File: src/rtl/uart_rx_fifo.sv
// Byte FIFO behind the UART receiver: FWFT read port, sticky overflow/framing flags, RTS_n.
// Optional drop counter port drop_cnt_o is built when UART_RX_FIFO_DROP_CNT_EN is defined.
module uart_rx_fifo #(
  parameter int DEPTH_LOG2 = 3,
  parameter int RTS_THRESH = 6
) (
  input  logic                  clk_i,
  input  logic                  rst_i,
  input  logic [7:0]            wr_data_i,
  input  logic                  wr_valid_i,
  input  logic                  frame_err_i,
  output logic [7:0]            rd_data_o,
  output logic                  rd_valid_o,
  input  logic                  rd_ready_i,
  input  logic                  flush_i,
  input  logic                  err_clr_i,
  output logic [DEPTH_LOG2:0]   level_o,
  output logic                  overflow_o,
  output logic                  frame_err_o,
  output logic                  rts_n_o
`ifdef UART_RX_FIFO_DROP_CNT_EN
  ,
  output logic [7:0]            drop_cnt_o
`endif
);

  localparam int DEPTH = 1 << DEPTH_LOG2;
  localparam int PW    = DEPTH_LOG2 + 1;
  localparam logic [PW-1:0] RTS_LVL = PW'(RTS_THRESH);

  logic [7:0]    mem [DEPTH];
  logic [PW-1:0] wr_ptr_q, rd_ptr_q;
  logic [PW-1:0] wr_ptr_d, rd_ptr_d, level_d;
  logic          empty, full, pop, push, drop;
  logic          overflow_q, frame_err_q, rts_n_q;

  // Read handshake: rd_valid_o means a byte sits at the head; the byte is consumed on a
  // clock edge where rd_valid_o and rd_ready_i are both high. rd_ready_i may toggle freely.
  assign empty = (wr_ptr_q == rd_ptr_q);
  assign full  = (wr_ptr_q[PW-1] != rd_ptr_q[PW-1]) &&
                 (wr_ptr_q[PW-2:0] == rd_ptr_q[PW-2:0]);

  // Flush overrides both ports, so a coincident push is neither stored nor a drop.
  assign pop  = !empty && rd_ready_i && !flush_i;
  assign push = wr_valid_i && !flush_i && (!full || pop);
  assign drop = wr_valid_i && !flush_i && full && !pop;

  always_comb begin
    wr_ptr_d = wr_ptr_q;
    rd_ptr_d = rd_ptr_q;
    if (flush_i) begin
      wr_ptr_d = '0;
      rd_ptr_d = '0;
    end else begin
      if (push) wr_ptr_d = wr_ptr_q + PW'(1);
      if (pop)  rd_ptr_d = rd_ptr_q + PW'(1);
    end
    level_d = wr_ptr_d - rd_ptr_d;
  end

  always_ff @(posedge clk_i or negedge rst_i) begin
    if (!rst_i) begin
      wr_ptr_q    <= '0;
      rd_ptr_q    <= '0;
      overflow_q  <= 1'b0;
      frame_err_q <= 1'b0;
      rts_n_q     <= 1'b0;
    end else begin
      wr_ptr_q <= wr_ptr_d;
      rd_ptr_q <= rd_ptr_d;
      rts_n_q  <= (level_d >= RTS_LVL);
      // Set beats clear when both arrive together.
      if (drop)           overflow_q <= 1'b1;
      else if (err_clr_i) overflow_q <= 1'b0;
      if (frame_err_i)    frame_err_q <= 1'b1;
      else if (err_clr_i) frame_err_q <= 1'b0;
    end
  end

  // Storage is deliberately unreset; rd_data_o is masked while empty instead.
  always_ff @(posedge clk_i) begin
    if (push) mem[wr_ptr_q[PW-2:0]] <= wr_data_i;
  end

  assign rd_valid_o  = !empty;
  assign rd_data_o   = empty ? 8'h00 : mem[rd_ptr_q[PW-2:0]];
  assign level_o     = wr_ptr_q - rd_ptr_q;
  assign overflow_o  = overflow_q;
  assign frame_err_o = frame_err_q;
  assign rts_n_o     = rts_n_q;

`ifdef UART_RX_FIFO_DROP_CNT_EN
  logic [7:0] drop_cnt_q;

  always_ff @(posedge clk_i or negedge rst_i) begin
    if (!rst_i) begin
      drop_cnt_q <= 8'h00;
    end else if (err_clr_i) begin
      drop_cnt_q <= drop ? 8'h01 : 8'h00;
    end else if (drop && drop_cnt_q != 8'hFF) begin
      drop_cnt_q <= drop_cnt_q + 8'h01;
    end
  end

  assign drop_cnt_o = drop_cnt_q;
`else
  // Without the counter, overflow_o is the only indication of a dropped byte.
`endif

endmodule

File: config.mk
export PLATFORM = sky130hd
export DESIGN_NAME = uart_rx_fifo
export DESIGN_NICKNAME = d
export VERILOG_FILES = /design/src/rtl/uart_rx_fifo.sv
export SDC_FILE = /design/constraint.sdc
export NUM_CORES = 1
export LEC_CHECK = 0
export CAP_MARGIN = 10
export CORE_UTILIZATION = 60
export CTS_BUF_LIST = sky130_fd_sc_hd__clkbuf_8
export DETAILED_ROUTE_END_ITERATION = 6
export GPL_TIMING_DRIVEN = 0
export PLACE_DENSITY = 0.9
export SETUP_SLACK_MARGIN = 0.1
export SLEW_MARGIN = 20
export SYNTH_ARGS = -nofsm -noshare
export SYNTH_HDL_FRONTEND = slang
export SYNTH_SLANG_ARGS = --single-unit
File: constraint.sdc
create_clock -name clk_i -period 9.22 [get_ports clk_i]
set_clock_uncertainty 0.05 [all_clocks]
set_input_delay 1.844 -clock clk_i [delete_from_list [all_inputs] [get_ports clk_i]]
set_output_delay 1.844 -clock clk_i [all_outputs]
set_load 0.02 [all_outputs]
* After elaboration in Yosys (flattened, before gate mapping)
Memories as Yosys holds them, arrays and structs flattened.
Index checks and enable logic that the tools add are counted.
** Word-level totals
- Bits in registers :: 11
- Bits in writable memories :: 64
- Output and inout port bits :: 16
- Logic and storage cells :: 38
- Memories kept :: 1
** Memory list
- mem :: words 8, width 8, rd ports 1, clocked after Yosys merged registers in 0, wr ports 1, RTL line 31 : logic [7:0] mem [DEPTH];
** Operators by class
- Add/sub/neg operators :: 4
- $lt $le $gt $ge :: 1
- Equality and inequality tests :: 3
- Muxes and demuxes :: 10
- Reduce and logical (&&, ||, !) cells :: 14
** Operators by type and width (count)
- $mux 4 :: 4
- $add 4x1->4 const B :: 2
- $mux 8 :: 1
- $sub 4x4->4 :: 2
- $logic_and 1x1->1 :: 7
- $mux 1 :: 5
- $eq 4x4->1 :: 1
- $ge 4x3->1 const B :: 1
- $logic_not 1->1 :: 4
- $reduce_bool 2->1 :: 2
- $eq 3x3->1 :: 1
- $logic_or 1x1->1 :: 1
- $ne 1x1->1 :: 1

* Longest topological paths before layout
Gate-level depths: netlist (run 1).
- Depth in word-level cells :: 10
- Depth in mapped cells :: 17
- Gate-level depth less buffers :: 14

* Worst setup path after synthesis (run 1)
No wires, ideal clock.
- Path kind :: input to register
- Start point :: in flush_i
- End point :: reg rts_n_q (netlist: rts_n_o)
- Setup time :: 0.126 ns
- Arrival :: 3.755 ns
- Path slack :: 5.290 ns
- Cell stages on the path :: 12
- Path buffers :: 1
- Path through :: clkbuf_1 -> nor2b_1 -> o31ai_4 -> nor2_1 -> xnor2_1 -> nor2_1 -> ha_1 -> a21o_1 -> a211o_1 -> a21oi_1 -> a21oi_1 -> mux2i_1
** Between the ends
- Word-level cells in the longest chain between the ends :: 8
- Elaborated cells on any way between the ends :: 11
** RTL lines
- start: declaration :: RTL line 15 : input logic flush_i,
- $logic_not 1->1 :: RTL line 44, 45
- $logic_and 1x1->1 :: RTL line 44 : assign pop = !empty && rd_ready_i && !flush_i;
- $logic_or 1x1->1 :: RTL line 45 : assign push = wr_valid_i && !flush_i && (!full || pop);
- $logic_and 1x1->1 :: RTL line 45
- $mux 4 :: RTL line 55 : if (push) wr_ptr_d = wr_ptr_q + PW'(1);
- $mux 4 * :: RTL line 51 : if (flush_i) begin
- net wr_ptr_d[2] :: RTL line 33 : logic [PW-1:0] wr_ptr_d, rd_ptr_d, level_d;
- $sub 4x4->4 * :: RTL line 58 : level_d = wr_ptr_d - rd_ptr_d;
- $ge 4x3->1 * :: RTL line 71 : rts_n_q <= (level_d >= RTS_LVL);
- end signal: assignment :: RTL line 71
- end: declaration :: RTL line 35 : logic overflow_q, frame_err_q, rts_n_q;
The timed path passes the listed nets; every way through them passes the cells marked *.
A chain may end at the register's enable or synchronous reset.

* Worst setup path after layout (run 1)
- Start point :: reg rd_ptr_q[2]
- End point :: out rd_data_o[3]
** Between the ends
- Word-level cells in the longest chain between the ends :: 2
- Elaborated cells on any way between the ends :: 3
** RTL lines
- start: declaration :: RTL line 32 : logic [PW-1:0] wr_ptr_q, rd_ptr_q;
- start signal: assignment :: RTL line 70 : rd_ptr_q <= rd_ptr_d;
- $mem_v2 8x8 / $eq 4x4->1 (equally long branches)
- $mux 8 * :: RTL line 86 : assign rd_data_o = empty ? 8'h00 : mem[rd_ptr_q[PW-2:0]];
- end: declaration :: RTL line 12 : output logic [7:0] rd_data_o,
Every way passes the cells marked *; elsewhere a longest branch is shown, timed or not.

==> results of run 1 <==
final cells by class:
class,count,area [um2]
Sequential cell,75,2200
Fill cell,330,1330
Multi-Input combinational cell,122,1090
Timing Repair Buffer,29,290
Clock buffer,9,124
Tap cell,70,87.6
Clock inverter,6,58.8
Inverter,14,55.1
Buffer,8,38.8
routing by layer:
layer	up-vias	share of wire	track usage
met4	0	0.019	0.104
met3	15	0.080	0.0679
met5	-	0	0
met2	90	0.49	0.404
li1	898	-	-
met1	963	0.42	0.315
stage by stage:
| stage | hold WS (ns) | area (um2) |
|---|---|---|
| 5_1_grt | 0.463 | 3940 |
| 3_3_place_gp | 0.413 | 3750 |
| 2_1_floorplan | 0.548 | 3370 |
| 4_1_cts | 0.443 | 3940 |
| 3_5_place_dp | 0.427 | 3760 |
| 6_report | 0.438 | 3940 |
critical path, cell delays in order (launching register included):
cell and delay (ns):
sky130_fd_sc_hd__dfrtp_1 0.32, sky130_fd_sc_hd__clkbuf_1 0.49, sky130_fd_sc_hd__inv_2 0.28, sky130_fd_sc_hd__ha_1 0.41, sky130_fd_sc_hd__and3_1 0.22, sky130_fd_sc_hd__and2_1 0.15, sky130_fd_sc_hd__buf_4 0.19, sky130_fd_sc_hd__a21oi_1 0.19
sky130_fd_sc_hd__clkdlybuf4s50_1 0.64
report_power, final:
part	switching (mW)	total, mW	internal (mW)	leakage, nW
Combinational	0.125	0.233	0.108	0.580
Clock	0.115	0.237	0.121	0.0923
Sequential	0.00550	0.383	0.378	0.725
Total	0.246	0.853	0.607	1.40
synthesized netlist by cell type, types with 2 or more instances:
library cell,number
sky130_fd_sc_hd__mux4_2,16
sky130_fd_sc_hd__inv_1,12
sky130_fd_sc_hd__mux2i_1,4
sky130_fd_sc_hd__xnor2_1,6
sky130_fd_sc_hd__or2_1,3
sky130_fd_sc_hd__clkbuf_1,3
sky130_fd_sc_hd__o21ai_0,3
sky130_fd_sc_hd__a21oi_1,11
sky130_fd_sc_hd__dfrtp_1,11
sky130_fd_sc_hd__nand2b_1,2
sky130_fd_sc_hd__ha_1,8
sky130_fd_sc_hd__nand2_1,20
sky130_fd_sc_hd__edfxtp_1,64
sky130_fd_sc_hd__nor2b_1,2
sky130_fd_sc_hd__xor2_1,2
sky130_fd_sc_hd__nand3_1,2
sky130_fd_sc_hd__fa_1,2
sky130_fd_sc_hd__nor2_1,17
sky130_fd_sc_hd__and3_1,2
sky130_fd_sc_hd__nand3_2,2
sky130_fd_sc_hd__a21o_1,4
sky130_fd_sc_hd__nor3_1,3
sky130_fd_sc_hd__buf_2,4
state kept, by name, summed over array words and instances, names as in the netlist:
name         count
overflow_o       1
rts_n_o          1
rd_ptr_q         4
frame_err_o      1
wr_ptr_q         4
mem             64
worst min path at each step:
stage,depth (start not counted),from,endpoint
2_1_floorplan,1,frame_err_o,frame_err_o
3_5_place_dp,1,frame_err_o,frame_err_o
5_1_grt,1,frame_err_o,frame_err_o
6_report,1,frame_err_o,frame_err_o
3_3_place_gp,1,frame_err_o,frame_err_o
4_1_cts,1,frame_err_o,frame_err_o
logic make-up (layout without fill, tap and decap cells):
logic type	after synthesis	count (layout)	share of synthesized area
AND/OR/NAND/NOR	59	59	0.0850
XOR/XNOR	9	9	0.0256
adder cells (fa/ha/maj)	10	10	0.0416
multiplexers	20	20	0.119
buffers and inverters	22	66	0.0278
flip-flops	75	75	0.652
AO/OA/AOI/OAI	24	24	0.0497
==> flow_summary.yaml, run 1 <==
detailed_routing:
  routed-via-count: 1966
  drt-initial-drc-count: 130
  avgViaCountPerCell: 5.90
  drt-pass1-iter-count: 4
  drt-wirelength-per-cell_um: 19.9
  final_antenna_net_count: 0
  drt_drc_violations_left: 0
  routed_wirelength_um: 6640
min_path:
  hold_path.class: "flip-flop to flip-flop"
job:
  max-cap-violations: 0
global_route:
  grt_pass1_wl_um: 10500
  grt_start_max_net_pins: 13
  initial_antenna_violation_count: 0
  gr-total-overflow: 0
  first_global_vias: 2049
  groute.usage.overall: 0.248
cells_and_area:
  finish.net_count: 284
  finalNonFillerCells: 333
  layout-drive-gt1-share: 0.175
  antenna_cells: 0
  layout_common_cells: "64 x sky130_fd_sc_hd__edfxtp_1, 29 x sky130_fd_sc_hd__clkdlybuf4s50_1, 20 x sky130_fd_sc_hd__nand2_1"
  mostFrequentLayoutCell: "sky130_fd_sc_hd__edfxtp_1"
  finalCoreUtilization: 0.748
  flow.area_growth_from_synthesis_pct: 16.9
clock_tree:
  tritoncts: "built"
  cts_inserted_buffers: 9
  cts.hold.buffers_added: 0
  cts_max_level: 3
  post_cts_resized: 0
  cts-root-buf: "sky130_fd_sc_hd__clkbuf_8"
  clock_sinks: 75
  setup_buffers_after_cts: 0
  clockBufferDepth: 2
  clock_insertion_delay_worst_skew_ns: 0.34
  cts.reportedPaths.clkPinSlew_ns: 0.08
logic_synthesis:
  seq_area_frac_synth: 0.652
  synth.distinct_cells: 39
  netlist_instances: 219
  dominantRegCellSynth: "sky130_fd_sc_hd__edfxtp_1"
  yosysWarningCount: 0
  synth-seq-cells: 75
  synth_fp_nets: 244
  yosys-top-cells-area: "sky130_fd_sc_hd__edfxtp_1 57%, sky130_fd_sc_hd__mux4_2 11%, sky130_fd_sc_hd__dfrtp_1 8.2%"
  synth-async-reset-ratio: 0.147
  syn-mean-instance-area_um2: 15.4
  mappedNetlistArea_um2: 3370
  fraction_of_synthesized_cell_area_taken_by_the_top_area_cell_type: 0.570
  synth_top_area_cell: "sky130_fd_sc_hd__edfxtp_1"
  synth_enable_flop_cells: 64
placed_design:
  place.detailed.instances: 318
  portBuffers: 29
  finalWeightedCongestion: 0.792
  post-place-ws_ns: 4.52
  dp_hpwl_um: 4330
sta:
  finalCritPeriodShare: 0.557
  max_slew_headroom: 0.408
  report.final.hold_viol_count: 0
  final-setup-viol-count: 0
  final_max_slew_viol_count: 0
  finalCriticalPeriod_ns: 5.14
  fmaxAchievable_ghz: 0.195
  final_critical_path_setup_slack_ns: 4.08
  fin_tns_setup_ns: 0
  rsz0062_at_grt: "no"
  worst-slew-pin-transition_ns: 0.884
critical_path:
  setup_crit_end_kind: "output port"
  number_of_cell_instances_on_the_worst_register_to_register_path: 16
  timing.reg2reg.setup_slack_ns: 5.26
  regToRegStartpoint: "rd_ptr_q[2]"
  critPathLaunch: "rd_ptr_q[2]"
  crit_fanout: 10
  critical_path.reg2reg.endpoint: "rts_n_o"
  worstSetupPathType: "flip-flop to output port"
  critical_path_required_ns: 7.33
  worst_setup_path_endpoint: "rd_data_o[3]"
  arrival_ns: 3.24
  critPathLaunchType: "flip-flop"
die:
  die_ar_um2: 5920
  boundaryPins: 31
  die_y_um: 77.0
  start_util: 0.640
  std_cell_rows: 26
  dieWidth_um: 77.0
  core_area_um2: 5270
power:
  cell_pwr_density_nw_per_um2: 216
  ir_drop_mv: 0.157
  design_power_total_mw: 0.853
  power_leakage_nw: 1.40
run_status:
  outcome: "finished clean"
Note: power is estimated with default switching activity, not from simulation.
==> inputs of run 2 (changes only) <==
Settings changed: CORE_UTILIZATION 60 to 59, PLACE_DENSITY 0.9 to 0.89.
Clock period 9.22 ns to 4.8 ns, I/O delays scaled along.
==> run 2 against run 1 <==
Against the previous run: power up 100%; non-clock buffer count unchanged; setup slack worse by 3.4 ns; hold slack worse by 0.0041 ns; cell area up 1.1%; cell count up 0.90%; combinational power up 91%; register-to-register slack worse by 4.4 ns; utilization down 2.4 points; sequential power up 92%; global-route usage up 1.6 points; clock power up 130%.
==> flow_summary.yaml, run 2 (synthesis results as in run 1) <==
die:
  std_cell_rows: 27
  boundaryPins: 31
  die_ar_um2: 6020
  core_area_um2: 5510
  die_y_um: 77.6
  start_util: 0.612
  dieWidth_um: 77.6
cells_and_area:
  antenna_cells: 0
  largest_register_ffs: 64
  mostFrequentLayoutCell: "sky130_fd_sc_hd__edfxtp_1"
  post_route_cell_area_um2: 3990
  finish.net_count: 284
  fill_cells: 345
  layout_common_cells: "64 x sky130_fd_sc_hd__edfxtp_1, 29 x sky130_fd_sc_hd__clkdlybuf4s50_1, 20 x sky130_fd_sc_hd__nand2_1"
  layout-drive-gt1-share: 0.182
  finalNonFillerCells: 336
  flow.area_growth_from_synthesis_pct: 18.2
clock_tree:
  post_cts_resized: 0
  clockBufferDepth: 2
  cts-root-buf: "sky130_fd_sc_hd__clkbuf_8"
  cts.reportedPaths.clkPinSlew_ns: 0.08
  clock_insertion_delay_worst_skew_ns: 0.34
  tritoncts: "built"
  clock_sinks: 75
  setup_buffers_after_cts: 0
  cts_max_level: 3
  cts_inserted_buffers: 9
  cts.hold.buffers_added: 0
critical_path:
  regToRegStartpoint: "rd_ptr_q[1]"
  critPathLaunch: "rd_ptr_q[1]"
  critPathLaunchType: "flip-flop"
  worst_setup_path_endpoint: "rd_data_o[4]"
  critical_path.reg2reg.endpoint: "rts_n_o"
  timing.reg2reg.setup_slack_ns: 0.88
  crit_fanout: 10
  setup_crit_end_kind: "output port"
  arrival_ns: 3.13
  worstSetupPathType: "flip-flop to output port"
  critical_path_required_ns: 3.79
  number_of_cell_instances_on_the_worst_register_to_register_path: 17
sta:
  worst-slew-pin-transition_ns: 0.960
  max_slew_headroom: 0.358
  final_max_slew_viol_count: 0
  fmaxAchievable_ghz: 0.241
  rsz0062_at_grt: "no"
  final-setup-viol-count: 0
  fin_tns_setup_ns: 0
  report.final.hold_viol_count: 0
  finalCriticalPeriod_ns: 4.14
  finalCritPeriodShare: 0.863
placed_design:
  finalWeightedCongestion: 0.833
  portBuffers: 29
  dp_hpwl_um: 4450
  dpl_cell_area_um2: 3760
  place.detailed.instances: 320
detailed_routing:
  drt_drc_violations_left: 0
  routed_wirelength_um: 6960
  drt-wirelength-per-cell_um: 20.7
  avgViaCountPerCell: 6.12
  drt-pass1-iter-count: 5
  final_antenna_net_count: 0
  routed-via-count: 2056
  drt-initial-drc-count: 355
global_route:
  first_global_vias: 2142
  grt_start_max_net_pins: 15
  grt_pass1_wl_um: 11200
  groute.usage.overall: 0.264
  initial_antenna_violation_count: 0
  gr-total-overflow: 0
power:
  power_leakage_nw: 1.42
  design_power_total_mw: 1.72
  cell_pwr_density_nw_per_um2: 431
  ir_drop_mv: 0.268
min_path:
  hold_path.class: "flip-flop to flip-flop"
  source_of_the_worst_hold_timing_path: "frame_err_o"
job:
  max-cap-violations: 0
run_status:
  outcome: "finished clean"
==> run 2: changes by cell type in the layout (fill, tap and decap cells not counted), sizes merged <==
cell / before / now
inv: 15 / 16
clkinvlp: 2 / 1
bufinv: 1 / 2
==> run 2: cell type report <==
class | instances | area [um2] | share of cell area
Timing Repair Buffer | 29 | 290 | 0.0728
Sequential cell | 75 | 2200 | 0.551
Multi-Input combinational cell | 122 | 1090 | 0.274
Inverter | 14 | 55.1 | 0.0138
Clock inverter | 7 | 98.8 | 0.0248
Buffer | 8 | 38.8 | 0.00973
Tap cell | 72 | 90.1 | 0.0226
Clock buffer | 9 | 124 | 0.0311
==> run 2: power breakdown <==
part	total [mW]	internal (mW)	switching, mW
Sequential	0.736	0.725	0.0106
Combinational	0.446	0.208	0.237
Clock	0.538	0.296	0.242
==> run 2: layer usage <==
layer,GRT usage,part of all wire,wire [um]
met4,0.100,0.013,93
met1,0.355,0.39,2750
met3,0.0612,0.081,562
met5,0,0,0
met2,0.422,0.51,3560
==> run 2: worst min path at each step <==
stage / endpoint / depth (start not counted)
final: frame_err_o / 1
after global routing: frame_err_o / 1
after CTS: frame_err_o / 1
after detailed placement: frame_err_o / 1
after global placement: frame_err_o / 1
after floorplan: frame_err_o / 1
==> run 2: worst max-delay path, cell delays in order, from the launching register on <==
cell and delay, ns:
sky130_fd_sc_hd__dfrtp_1 0.43, sky130_fd_sc_hd__buf_2 0.30, sky130_fd_sc_hd__buf_2 0.33, sky130_fd_sc_hd__inv_1 0.08, sky130_fd_sc_hd__ha_1 0.31, sky130_fd_sc_hd__and3_1 0.17, sky130_fd_sc_hd__and2_1 0.14, sky130_fd_sc_hd__buf_4 0.18
sky130_fd_sc_hd__a21oi_1 0.18, sky130_fd_sc_hd__clkdlybuf4s50_1 0.66
==> run 2: metrics by stage <==
step,setup WS (ns),hold WS (ns),utilization
after floorplan,1.47,0.548,-
after global placement,0.926,0.413,0.681
after detailed placement,0.955,0.419,0.683
after CTS,0.644,0.438,0.724
after global routing,0.503,0.449,0.724
final,0.656,0.434,0.724
